File: config.mk
export PLATFORM = sky130hd
export DESIGN_NAME = delay_line_scheduler_flat
export DESIGN_NICKNAME = d
export VERILOG_FILES = /design/src/rtl/delay_line_scheduler_pkg.sv /design/src/rtl/delay_line_scheduler_if.sv /design/src/rtl/delay_line_scheduler.sv /design/src/flat_wrapper.sv
export SDC_FILE = /design/constraint.sdc
export NUM_CORES = 1
export LEC_CHECK = 0
export CORE_MARGIN = 1
export CORE_UTILIZATION = 49
export CTS_CLUSTER_SIZE = 24
export DETAILED_ROUTE_END_ITERATION = 12
export HOLD_SLACK_MARGIN = 0.03
export PLACE_DENSITY = 0.79
export SYNTH_ARGS = -nofsm -noshare
export SYNTH_HDL_FRONTEND = slang
export SYNTH_SLANG_ARGS = --single-unit
File: constraint.sdc
create_clock -name clk -period 4.4 [get_ports clk]
set_input_delay 0.88 -clock clk [delete_from_list [all_inputs] [get_ports clk]]
set_output_delay 0.88 -clock clk [all_outputs]
set_load 0.005 [all_outputs]
File: src/rtl/delay_line_scheduler_pkg.sv
// Shared constants for the delay-line scheduler: FSM state encoding,
// default geometry and the per-channel region width helper.
package delay_sched_pkg;

    localparam int unsigned DEF_NUM_CH      = 4;
    localparam int unsigned DEF_SAMPLE_BITS = 12;
    localparam int unsigned DEF_ADDR_BITS   = 8;
    localparam int unsigned RAM_DATA_BITS   = 16;

    localparam int unsigned STATE_BITS = 2;
    localparam logic [STATE_BITS-1:0] ST_IDLE  = 2'd0;
    localparam logic [STATE_BITS-1:0] ST_WRITE = 2'd1;
    localparam logic [STATE_BITS-1:0] ST_READ  = 2'd2;
    localparam logic [STATE_BITS-1:0] ST_DONE  = 2'd3;

    // Pointer width of one channel's slice of the shared RAM.
    function automatic int unsigned region_bits(input int unsigned addr_bits,
                                                input int unsigned num_ch);
        return addr_bits - $clog2(num_ch);
    endfunction

endpackage

File: src/rtl/delay_line_scheduler_if.sv
// RAM port bundle between the scheduler (master) and the shared
// single-port-per-direction RAM (slave). Read data returns one clk after
// the ram_re cycle.
//   ram_waddr/ram_wdata/ram_we : write port
//   ram_raddr/ram_re           : read request
//   ram_rdata                  : registered read data from the RAM
interface delay_line_scheduler_if #(
    parameter int unsigned ADDR_BITS = delay_sched_pkg::DEF_ADDR_BITS
);
    import delay_sched_pkg::*;

    logic [ADDR_BITS-1:0]     ram_waddr;
    logic [RAM_DATA_BITS-1:0] ram_wdata;
    logic                     ram_we;
    logic [ADDR_BITS-1:0]     ram_raddr;
    logic                     ram_re;
    logic [RAM_DATA_BITS-1:0] ram_rdata;

    modport master (
        output ram_waddr, ram_wdata, ram_we, ram_raddr, ram_re,
        input  ram_rdata
    );

    modport slave (
        input  ram_waddr, ram_wdata, ram_we, ram_raddr, ram_re,
        output ram_rdata
    );

endinterface

File: src/rtl/delay_line_scheduler.sv
// Time-multiplexes NUM_CH circular delay lines onto one shared RAM. On each
// sample_strobe every channel writes its new sample at {ch, wptr} and reads
// back the sample tap[ch] frames old from {ch, wptr - tap[ch]}.
//   clk, rst_n     : clock, synchronous active-low reset
//   sample_strobe  : one-cycle frame pulse
//   din, tap       : packed per-channel samples / delay lengths (ch0 in LSBs)
//   ram            : RAM bus (master side)
//   tap_out        : packed delayed samples, held between frames
//   out_valid      : one-cycle pulse in the DONE cycle
//   busy, overrun  : frame in progress / sticky strobe-while-busy
module delay_line_scheduler
    import delay_sched_pkg::*;
#(
    parameter int unsigned NUM_CH      = DEF_NUM_CH,
    parameter int unsigned SAMPLE_BITS = DEF_SAMPLE_BITS,
    parameter int unsigned ADDR_BITS   = DEF_ADDR_BITS,
    localparam int unsigned REGION_BITS = region_bits(ADDR_BITS, NUM_CH),
    localparam int unsigned CH_BITS     = $clog2(NUM_CH)
) (
    input  logic                            clk,
    input  logic                            rst_n,
    input  logic                            sample_strobe,
    input  logic [NUM_CH*SAMPLE_BITS-1:0]   din,
    input  logic [NUM_CH*REGION_BITS-1:0]   tap,
    delay_line_scheduler_if.master          ram,
    output logic [NUM_CH*SAMPLE_BITS-1:0]   tap_out,
    output logic                            out_valid,
    output logic                            busy,
    output logic                            overrun
);

    logic [STATE_BITS-1:0]  state, state_nxt;
    logic [CH_BITS-1:0]     ch, ch_nxt;
    logic [REGION_BITS-1:0] wptr, wptr_nxt;
    logic                   latch_c;
    logic [SAMPLE_BITS-1:0] wr_sample_c;
    logic [REGION_BITS-1:0] rd_off_c;

    logic [SAMPLE_BITS-1:0] din_q [NUM_CH];
    logic [REGION_BITS-1:0] tap_q [NUM_CH];
    logic                   cap_pending;
    logic [CH_BITS-1:0]     cap_ch;

    // Only the low SAMPLE_BITS of a RAM word carry the sample.
    logic unused_rdata_hi_c;
    assign unused_rdata_hi_c = ^ram.ram_rdata[RAM_DATA_BITS-1:SAMPLE_BITS];

    // State register.
    always_ff @(posedge clk) begin
        if (!rst_n) begin
            state <= ST_IDLE;
        end else begin
            state <= state_nxt;
        end
    end

    // Next-state, channel/pointer sequencing and RAM operand selection.
    always_comb begin
        state_nxt = state;
        ch_nxt    = ch;
        wptr_nxt  = wptr;
        latch_c   = 1'b0;
        case (state)
            ST_IDLE: begin
                if (sample_strobe) begin
                    state_nxt = ST_WRITE;
                    ch_nxt    = '0;
                    latch_c   = 1'b1;
                end
            end
            ST_WRITE: state_nxt = ST_READ;
            ST_READ: begin
                if (ch == CH_BITS'(NUM_CH - 1)) begin
                    state_nxt = ST_DONE;
                end else begin
                    ch_nxt    = ch + CH_BITS'(1);
                    state_nxt = ST_WRITE;
                end
            end
            ST_DONE: begin
                wptr_nxt  = wptr + REGION_BITS'(1);
                state_nxt = ST_IDLE;
            end
            default: state_nxt = ST_IDLE;
        endcase
        // The first write of a frame is issued on the strobe edge itself,
        // before din_q holds the new frame, so take lane 0 straight from din.
        wr_sample_c = latch_c ? din[SAMPLE_BITS-1:0] : din_q[ch_nxt];
        // Region-width subtraction wraps inside the channel's own slice.
        rd_off_c    = wptr - tap_q[ch_nxt];
    end

    // Registered outputs, holding registers and read-data capture.
    always_ff @(posedge clk) begin
        if (!rst_n) begin
            ch            <= '0;
            wptr          <= '0;
            ram.ram_we    <= 1'b0;
            ram.ram_waddr <= '0;
            ram.ram_wdata <= '0;
            ram.ram_re    <= 1'b0;
            ram.ram_raddr <= '0;
            out_valid     <= 1'b0;
            busy          <= 1'b0;
            overrun       <= 1'b0;
            cap_pending   <= 1'b0;
            cap_ch        <= '0;
            tap_out       <= '0;
            for (int i = 0; i < int'(NUM_CH); i++) begin
                din_q[i] <= '0;
                tap_q[i] <= '0;
            end
        end else begin
            ch   <= ch_nxt;
            wptr <= wptr_nxt;

            if (latch_c) begin
                for (int i = 0; i < int'(NUM_CH); i++) begin
                    din_q[i] <= din[i*SAMPLE_BITS +: SAMPLE_BITS];
                    tap_q[i] <= tap[i*REGION_BITS +: REGION_BITS];
                end
            end

            ram.ram_we    <= (state_nxt == ST_WRITE);
            ram.ram_waddr <= (state_nxt == ST_WRITE) ? {ch_nxt, wptr} : '0;
            ram.ram_wdata <= (state_nxt == ST_WRITE) ?
                             RAM_DATA_BITS'($signed(wr_sample_c)) : '0;
            ram.ram_re    <= (state_nxt == ST_READ);
            ram.ram_raddr <= (state_nxt == ST_READ) ? {ch_nxt, rd_off_c} : '0;

            // out_valid marks the DONE cycle; the last lane's capture lands
            // on the edge that closes it.
            out_valid <= (state_nxt == ST_DONE);
            busy      <= (state_nxt != ST_IDLE);

            if (sample_strobe && (state != ST_IDLE)) begin
                overrun <= 1'b1;
            end

            // Read data is on the bus the cycle after ram_re.
            cap_pending <= ram.ram_re;
            cap_ch      <= ch;
            for (int i = 0; i < int'(NUM_CH); i++) begin
                if (cap_pending && (cap_ch == CH_BITS'(i))) begin
                    tap_out[i*SAMPLE_BITS +: SAMPLE_BITS] <=
                        ram.ram_rdata[SAMPLE_BITS-1:0];
                end
            end
        end
    end

endmodule

File: src/flat_wrapper.sv
// flat-port wrapper written by rule: the top's interface ports become plain ports
module delay_line_scheduler_flat import delay_sched_pkg::*;
#(
    parameter int unsigned NUM_CH      = DEF_NUM_CH,
    parameter int unsigned SAMPLE_BITS = DEF_SAMPLE_BITS,
    parameter int unsigned ADDR_BITS   = DEF_ADDR_BITS,
    localparam int unsigned REGION_BITS = region_bits(ADDR_BITS, NUM_CH),
    localparam int unsigned CH_BITS     = $clog2(NUM_CH)
)
  (clk, rst_n, sample_strobe, din, tap, tap_out, out_valid, busy, overrun, ram_ram_waddr, ram_ram_wdata, ram_ram_we, ram_ram_raddr, ram_ram_re, ram_ram_rdata);
  delay_line_scheduler_if #(.ADDR_BITS(ADDR_BITS)) ram_i ();
  input  logic clk;
  input  logic rst_n;
  input  logic sample_strobe;
  input  logic [NUM_CH*SAMPLE_BITS-1:0] din;
  input  logic [NUM_CH*REGION_BITS-1:0] tap;
  output logic [NUM_CH*SAMPLE_BITS-1:0] tap_out;
  output logic out_valid;
  output logic busy;
  output logic overrun;
  output wire logic [$bits(ram_i.ram_waddr)-1:0] ram_ram_waddr;
  output wire logic [$bits(ram_i.ram_wdata)-1:0] ram_ram_wdata;
  output wire logic [$bits(ram_i.ram_we)-1:0] ram_ram_we;
  output wire logic [$bits(ram_i.ram_raddr)-1:0] ram_ram_raddr;
  output wire logic [$bits(ram_i.ram_re)-1:0] ram_ram_re;
  input wire logic [$bits(ram_i.ram_rdata)-1:0] ram_ram_rdata;
  assign ram_ram_waddr = ram_i.ram_waddr;
  assign ram_ram_wdata = ram_i.ram_wdata;
  assign ram_ram_we = ram_i.ram_we;
  assign ram_ram_raddr = ram_i.ram_raddr;
  assign ram_ram_re = ram_i.ram_re;
  assign ram_i.ram_rdata = ram_ram_rdata;
  delay_line_scheduler #(.NUM_CH(NUM_CH), .SAMPLE_BITS(SAMPLE_BITS), .ADDR_BITS(ADDR_BITS)) u_core (.clk(clk), .rst_n(rst_n), .sample_strobe(sample_strobe), .din(din), .tap(tap), .ram(ram_i), .tap_out(tap_out), .out_valid(out_valid), .busy(busy), .overrun(overrun));
endmodule
## Word-level counts from Yosys, hierarchy flattened

Memory sizes are Yosys's and may differ from the RTL's. A register that Yosys moved wholly into a read port is not among the register bits.
Cells that the tools add are included.

| storage, ports and cells | value |
|---|---|
| input bits | 91 |
| register bits after elaboration | 82 |
| RAM bits | 72 |
| memories | 2 |

| operators by class | value |
|---|---|
| reduce and logical (&&, ||, !) cells | 12 |
| $add $sub $neg | 3 |
| muxes and demuxes | 20 |
| bitwise gates (word level) | 8 |
| equality and inequality tests | 10 |

Memories:

| name | words | bits a word | read ports | clocked after memory_dff | wr ports | RTL line | RTL |
|---|---|---|---|---|---|---|---|
| u_core.din_q | 4 | 12 | 1 | 1 | 4 | delay_line_scheduler.sv:39 | `logic [SAMPLE_BITS-1:0] din_q [NUM_CH];` |
| u_core.tap_q | 4 | 6 | 1 | 0 | 4 | delay_line_scheduler.sv:40 | `logic [REGION_BITS-1:0] tap_q [NUM_CH];` |

Operators with widths:

| kind | count |
|---|---|
| 12-bit two-way mux | 4 |
| 6-bit two-way mux | 4 |
| 2-bit == test (second input constant) | 7 |
| 2-bit two-way mux | 4 |
| 1-bit OR | 8 |
| 2-bit one-hot mux with 4 select lines | 1 |
| 6-bit by 1-bit adder with 6-bit output (second input constant) | 1 |
| 2-bit by 1-bit == test with 1-bit output (second input constant) | 3 |
| 1-bit two-way mux | 6 |
| 6-bit subtractor | 1 |
| 1-bit logical AND | 5 |
| 2-bit logical NOT | 2 |
| 2-bit one-hot mux with 2 select lines | 1 |
| 2-bit AND reduction | 2 |
| 2-bit nonzero test | 2 |
| 2-bit by 1-bit adder with 2-bit output (second input constant) | 1 |
| 1-bit logical NOT | 1 |

## Depth between registers and ports, before layout

Gate-level depths: netlist (run 1).

| logic depth | value |
|---|---|
| word-level depth | 6 |
| depth in mapped cells | 13 |
| gate-level depth less buffers | 11 |

## Worst setup path after synthesis (run 1)

OpenSTA, ideal clock, no wires.

| path | value |
|---|---|
| path kind | input -> register |
| from | input rst_n |
| to | memory u_core.din_q[0][0] (netlist bit), enable pin |
| slack | 1.095 ns |
| stages on the path | 3 |
| buffers on the path | 2 |
| setup time | 0.742 ns |
| arrival | 2.563 ns |
| path through | clkbuf_1 clkbuf_1 nand2_1 |

RTL lines:

| what | RTL line | RTL |
|---|---|---|
| start: declaration | flat_wrapper.sv:13 | `input logic rst_n;` |
| end: declaration | delay_line_scheduler.sv:39 |  |

## Worst setup path after layout (run 1)

| path | value |
|---|---|
| from | input sample_strobe |
| to | register u_core.ram.ram_raddr[4] |

| on the way | value |
|---|---|
| longest elaborated chain between the ends | 4 |

RTL lines:

| what | RTL line | RTL |
|---|---|---|
| start: declaration | flat_wrapper.sv:14 | `input logic sample_strobe;` |
| 2-bit two-way mux | delay_line_scheduler.sv:65 | `if (sample_strobe) begin` |
| 2-bit one-hot mux with 2 select lines or 2-bit one-hot mux with 4 select lines (tied branches) | delay_line_scheduler.sv:63 | `case (state)` |
| memory 4 x 6 bit or 2-bit == test (tied branches) | n/a |  |
| 6-bit subtractor or 2-bit AND reduction (tied branches) | n/a |  |
| end signal: assignment | delay_line_scheduler.sv:129 | `ram.ram_raddr <= (state_nxt == ST_READ) ? {ch_nxt, rd_off_c} : '0;` |
| end: declaration | delay_line_scheduler_if.sv:20 | `output ram_waddr, ram_wdata, ram_we, ram_raddr, ram_re,` |

Parallel ways exist; a longest one is shown, timed or not.
A chain may end at the register's enable or synchronous reset.

==> impl_results.md, run 1 <==
* Synth Register Bits at 166
* Vias in the first global route at approximately 4400
* Static Leak at ~3.5 nW
* Port bufs at 171
* Worst Setup End Kind: flop
* Clock Skews at 0.007056 ns
* IO Pins at 176
* Row count at 42
* Die Ht at around 120 µm
* Slew Viols, Final at 0
* Top Family by Delay on Critical Path: adder cells
* Antenna diode count at 0
* Post-synthesis cell type count at between 40 and 50
* Synth area leaders: edfxtp_1 (32%), dfxtp_1 (28%), and2_1 (7.5%)
* Slew headroom at 38.94%
* Crit start category: primary input
* Int Pwr at between 2 and 3 mW
* Critical-path top delay cell: mux4_2
* Share of total power in the clock network at about 43%
* EDFF count, synth at about 70
* Initial Util at just over 50%
* Arr. time, crit path at around 3.8 ns
* Root buffer cell: clkbuf_16
* Worst-path clk slew at ~0.060 ns
* Worst Setup SP: sample_strobe
* Layout cells sized above 1 at around 8.0%
* Clk sinks at ~170
* Pwr/cell area at just under 400 mW/mm²
* P&R area growth vs syn at 37.08%
* Detailed-route DRC error count at 0
* Sequential share of power at about half
* Async SR Flop Fraction at 0%
* WL final at 14130 µm
* Critical path data required time at 4.70 ns
* Critical Path Max Stage Delay at approximately 0.53 ns
* Combinational share of power at 8.1%
* Post-Syn Instances at 563
* Initial antenna violation count at 1
* Clock latency on the worst-skew pair at between 0.4 and 0.5 ns
* Final worst setup slack at between 0.8 and 0.9 ns
* Status: finished clean
* Largest net degree at the start of global routing at 73
* Post-synthesis instance area at 0.006660 mm²
* Routed wire per std cell at about 15 µm
* Post-CTS sizing at 0
* Global Route Usage Sum at roughly a fifth
* Placed wire-length estimate at 10040 µm
* 1st-iter DRT viols at between 200 and 300
* Die span in x at around 120 µm
* H-tree depth at 4
* Final setup fails at 0
* Hold Slack at 0.4636 ns
* Final net count at roughly 830
* Crit path time final at ~3.5 ns
* Post-synth top area share at 32.46%
* GRT Residual Overflow at 0
* Vias at ~4600
* Prevailing post-synth register cell: dfxtp_1
* Worst R2R Start: u_core.state[1]
* Max clock buf depth at 2
* VDD IR max at 0.0002433 V
* Setup Crit Path Kind: primary input to flop
* Max Clock Freq at about 280 MHz
* Most frequent cell after synthesis: dfxtp_1
* First-pass GRT wire length at approximately 22000 µm
* Hold Path Class: flop to flop
* CTS Buf Count at 17
* Die area at roughly 0.014 mm²
* Area leader, netlist: edfxtp_1
* Worst Path Max Fanout at 11
* Sw power at around 730 µW
* Mean post-synth cell area at about 12 µm²
* Commonest cells post-synth: dfxtp_1 (94), and2_1 (80), edfxtp_1 (72)
* Final GP Congestion at 0.8005
* Core Footprint at approximately 0.013 mm²
* Sw Share at roughly 21%
* Buffers & Inverters on Critical Path at 2
* Period utilization at 80.20%
* CTS Hold Buffers Added at 0
* CTS tree: yes
* # fillers at 973
* Seq/Total Area, Yosys at about three fifths
* Drt pass-1 iters at 4
* RSZ-0062 raised after global routing: no
* Pre-CTS WS at between 0.4 and 0.5 ns
* Final Hold Fails at 0
* Syn nets at around 660
* Vias/cell at between 4 and 5
* Postcts setup bufs at 0
* CP cell instances: clkdlybuf4s50_1, nor2b_1, o21ai_4, and2_4, mux4_2, ha_1, fa_1, inv_1, a21o_1, a21oi_1, xor2_1, nor2_1
* HP Start: u_core.tap_out[30]
* Setup TNS at 0 ns
* Placed cells at approximately 880
* Finished Layout Cells at around 920
* Post-route ant nets at 0
* Synth warn at 0
* Max Cap Violations at 0
* Worst slew pin tran at ~0.91 ns
[final cells by class]
class / instances / area [µm²] / share of cell area (%)
flip-flops and latches: 166 / 4044 / 44.29
repair buffers: 177 / 1752 / 19.19
multi-input cells: 344 / 2411 / 26.41
inverters: 21 / 78.83 / 0.8634
clock inverters: 12 / 146.4 / 1.603
well taps: 176 / 220.2 / 2.412
clock buffers: 20 / 478.0 / 5.235
[layer usage]
metal | up-vias | part of all wire, % | GRT usage (%)
li1 | 2246 | - | -
met1 | 2154 | 43 | 24.28
met2 | 153 | 50 | 35.16
met3 | 21 | 6.4 | 6.371
met4 | 2 | 1.4 | 7.595
met5 | - | 0.071 | 0
[placed cells by master, fill, tap and decap left out, drive strengths merged, types with 5 or more instances in the layout]
| cell type | netlist | routed |
|---|---|---|
| nand3 | 5 | 5 |
| xnor2 | 5 | 5 |
| o221ai | 9 | 9 |
| nand2 | 67 | 67 |
| buf | 11 | 7 |
| edfxtp | 72 | 72 |
| mux4 | 5 | 5 |
| a211oi | 6 | 6 |
| inv | 21 | 23 |
| dfxtp | 94 | 94 |
| clkdlybuf4s50 | 0 | 170 |
| nor2 | 13 | 13 |
| a21boi | 26 | 26 |
| ha | 6 | 6 |
| clkbuf | 21 | 20 |
| and2 | 81 | 81 |
| o21ai | 7 | 7 |
| clkinv | 0 | 5 |
| nor2b | 29 | 29 |
| mux2i | 50 | 50 |
[kinds of logic (layout without fill, tap and decap cells)]
kind of cell | count (synthesis) | in the layout | synth area share, %
AND/OR/NAND/NOR | 212 | 212 | 17.08
flip-flops | 166 | 166 | 60.72
AO/OA/AOI/OAI | 62 | 62 | 6.951
multiplexers | 56 | 56 | 9.374
buffers and inverters | 53 | 230 | 3.532
adder cells (fa/ha/maj) | 7 | 7 | 1.428
XOR/XNOR | 7 | 7 | 0.9206
[registers in the layout, indices dropped and copies added, names as in the netlist]
signal                count
u_core.state              2
u_core.wptr               6
u_core.cap_ch             2
u_core.tap_q             24
u_core.ram.ram_waddr      8
u_core.busy               1
u_core.ch                 2
u_core.tap_out           48
u_core.ram.ram_re         1
u_core.ram.ram_raddr      8
u_core.cap_pending        1
u_core.din_q             48
u_core.overrun            1
u_core.ram.ram_we         1
u_core.out_valid          1
u_core.ram.ram_wdata     12
[per-stage QoR]
stage	total power [mW]	utilization (%)	instance area (µm²)
global route	3.651	68.94	9130
CTS	3.562	68.94	9130
finish	3.538	68.94	9130
global placement	2.021	64.23	8506
detailed placement	2.036	64.23	8506
floorplan	1.879	-	6660
[power by group through the flow]
stage	sequential, mW	combinational (mW)	clock [mW]
2_1_floorplan	1.74	0.138	0
3_3_place_gp	1.74	0.279	0
3_5_place_dp	1.75	0.289	0
4_1_cts	1.71	0.291	1.56
5_1_grt	1.72	0.311	1.62
6_report	1.71	0.288	1.54
[path summary, 6_finish.rpt]
kind         slack [ns]  cells after the start                 endpoint
min                0.46                      2       u_core.tap_out[30]
max                0.87                     12  u_core.ram.ram_raddr[4]
max reg2reg        1.37                     11  u_core.ram.ram_raddr[4]
min reg2reg        0.46                      2       u_core.tap_out[30]
[worst reg2reg max path, delay by kind of cell, from the launching register on]
| family | cells | cell delay [ns] |
|---|---|---|
| AOI/OAI and AO/OA | 3 | 0.41 |
| xor gates and xnor gates | 1 | 0.14 |
| adders and majority gates | 2 | 0.71 |
| buffers and inverters | 1 | 0.09 |
| DFF | 1 | 0.53 |
| muxes | 1 | 0.53 |
| and+or+nand+nor | 3 | 0.49 |
No activity file was read; power rests on OpenSTA's default activity.
==> inputs of run 2 (changes only) <==
==> constraint.sdc (replaced) <==
create_clock -name clk -period 3.3 [get_ports clk]
set_input_delay 0.66 -clock clk [delete_from_list [all_inputs] [get_ports clk]]
set_output_delay 0.66 -clock clk [all_outputs]
set_load 0.005 [all_outputs]
==> run 2 against run 1 <==
Count of clock-buffer cells in the layout increased by 1. Routed wire length fell by 1.7%. Flip-flop and latch count unchanged. Via count is 0.24% higher. First-iteration DRC count grew 6.1%.
==> impl_results.md, run 2 (synthesis results as in run 1) <==
* Die span in x at 118.6 µm (unchanged)
* Max clock buf depth at 2 (unchanged)
* First-pass GRT wire length at 22340 µm (was 22200 µm)
* Final setup fails at 0 (unchanged)
* HP Start: u_core.tap_out[35] (was u_core.tap_out[30])
* Buffers & Inverters on Critical Path at 3 (was 2)
* Antenna diode count at 0 (unchanged)
* Die area at 0.01406 mm² (unchanged)
* Worst Setup End Kind: flop (unchanged)
* Clock Skews at 0.006671 ns (was 0.007056 ns)
* Drt pass-1 iters at 4 (unchanged)
* Max Cap Violations at 0 (unchanged)
* Initial antenna violation count at 1 (unchanged)
* CTS tree: yes (unchanged)
* Core Footprint at 0.01324 mm² (unchanged)
* Tot Pwr at 4.669 mW (was 3.538 mW)
* GRT Residual Overflow at 0 (unchanged)
* Post-CTS sizing at 0 (unchanged)
* Post-route cell area at 0.009211 mm² (was 0.009130 mm²)
* VDD IR max at 0.0002847 V (was 0.0002433 V)
* Row count at 42 (unchanged)
* # fillers at 952 (was 973)
* Top flop regs: u_core.din_q (48), u_core.tap_out (48), u_core.tap_q (24) (unchanged)
* Layout cells sized above 1 at 9.321% (was 7.973%)
* Slew Viols, Final at 0 (unchanged)
* CTS Buf Count at 17 (unchanged)
* M2 GR Usage at 34.76% (was 35.16%)
* Root buffer cell: clkbuf_16 (unchanged)
* Die Ht at 118.6 µm (unchanged)
* RSZ-0062 raised after global routing: no (unchanged)
* Largest net degree at the start of global routing at 66 (was 73)
* Clock latency on the worst-skew pair at 0.42 ns (about the same)
* CP cell instances: clkdlybuf4s50_1, nor2b_1, o21ai_4, and2_4, buf_4, mux4_2, inv_1, ha_1, o21a_1, o31a_1, mux2i_1, a31o_2, mux2i_1 (was clkdlybuf4s50_1, nor2b_1, o21ai_4, and2_4, mux4_2, ha_1, fa_1, inv_1, a21o_1, a21oi_1, xor2_1, nor2_1)
* Vias in the first global route at 4543 (was 4446)
* Hold Slack at 0.4656 ns (was 0.4636 ns)
* H-tree depth at 4 (unchanged)
* Worst Setup SP: sample_strobe (unchanged)
* Post-route ant nets at 0 (unchanged)
* Arr. time, crit path at 3.30 ns (was 3.83 ns)
* Crit path time final at 2.997 ns
* Worst Path Max Fanout at 6 (was 11)
* Vias/cell at 4.948 (was 4.996)
* Period utilization at between 90% and 100%
* Most frequent cells in the layout: clkdlybuf4s50_1 (170), dfxtp_1 (94), and2_1 (80) (unchanged)
* Pwr/cell area at 506.9 mW/mm² (was 387.5 mW/mm²)
* Status: finished clean (unchanged)
* Finished Layout Cells at 927 (was 916)
* Crit start category: primary input (unchanged)
* Worst slew pin tran at 0.8634 ns (was 0.9125 ns)
* Commonest non-fill, non-tap cell in the layout: clkdlybuf4s50_1 (unchanged)
* Setup TNS at 0 ns (unchanged)
* Static Leak at 3.525 nW (was 3.467 nW)
* Top Family by Delay on Critical Path: multiplexers (was adder cells)
* Postcts setup bufs at 0 (unchanged)
* Pre-CTS WS at -0.1218 ns (was 0.4809 ns)
* Setup Crit Path Kind: primary input to flop (unchanged)
* Vias at 4587 (was 4576)
* Final GP Congestion at 0.8256 (was 0.8005)
* Critical-path top delay cell: mux4_2 (unchanged)
* Post-DP Area at 0.008601 mm² (was 0.008506 mm²)
* Fin util at 69.56% (was 68.94%)
* Placed wire-length estimate at 10040 µm (about the same)
* Routed wire per std cell at 14.98 µm (was 15.43 µm)
* GRT busiest layer: met2 (unchanged)
* Critical path data required time at 3.61 ns (was 4.70 ns)
* P&R area growth vs syn at 38.31% (was 37.08%)
* CP most frequent cell: mux2i_1
* Worst R2R Start: u_core.state[0] (was u_core.state[1])
* WL final at 13890 µm (was 14130 µm)
* Port bufs at 171 (unchanged)
* Final worst setup slack at 0.3033 ns (was 0.8713 ns)
* Max Clock Freq at roughly 330 MHz
* Slew headroom at 42.27% (was 38.94%)
* Met3 usage in global routing at 5.985% (was 6.371%)
* Final net count at 836 (was 825)
* Final Hold Fails at 0 (unchanged)
* Placed cells at 895 (was 884)
* Worst-path clk slew at 0.06 ns (about the same)
* CTS Hold Buffers Added at 0 (unchanged)
* Critical Path Max Stage Delay at 0.49 ns (was 0.53 ns)
* Initial Util at 50.29% (unchanged)
* Clk sinks at 166 (unchanged)
* Met1 usage at 24.77% (was 24.28%)
* 1st-iter DRT viols at 278 (was 262)
* Global Route Usage Sum at 20.57% (was 20.59%)
* Hold Path Class: flop to flop (unchanged)
* Detailed-route DRC error count at 0 (unchanged)
* IO Pins at 176 (unchanged)
[run 2: cell count changes in the layout (fill, tap and decap cells not counted), sizes merged]
cell	before	now
clkinvlp	2	1
clkbuf	20	21
buf	7	18
clkinv	5	6
bufinv	3	2
[run 2: where the power goes]
part / internal, mW / switching, mW
Clock: 1.22 / 0.763
Combinational: 0.232 / 0.164
Sequential: 2.25 / 0.0359
Total: 3.71 / 0.963
[run 2: area by class of cell]
cell class                 instances  area, µm²  share of cell area [%]
sequential                       166       4044                   43.90
multi-input combinational        344       2411                   26.17
timing repair buffer             188       1847                   20.05
clock buffer                      21      494.2                   5.365
tap                              176      220.2                   2.391
clock inverter                    11      116.4                   1.263
inverter                          21      78.83                  0.8557
[run 2: worst paths after layout]
check	cells after the start	to	slack (ns)
max	13	u_core.ram.ram_raddr[5]	0.30
min	2	u_core.tap_out[35]	0.47
max reg2reg	10	u_core.ram.ram_raddr[5]	0.38
min reg2reg	2	u_core.tap_out[35]	0.47
[run 2: worst register-to-register path: stages (launching register included)]
cell	delay [ns]
dfxtp_1	0.52
nor2b_1	0.09
o21ai_0	0.44
nand2_2	0.22
mux2_2	0.33
ha_1	0.29
nor2b_1	0.14
o31a_1	0.28
mux2i_1	0.23
a31o_2	0.19
mux2i_1	0.07
[run 2: per-layer routing]
layer / up-vias / part of all wire, %
met1: 2138 / 43
met2: 155 / 49
met5: - / 0.079
li1: 2272 / -
met3: 20 / 6.4
met4: 2 / 1.3
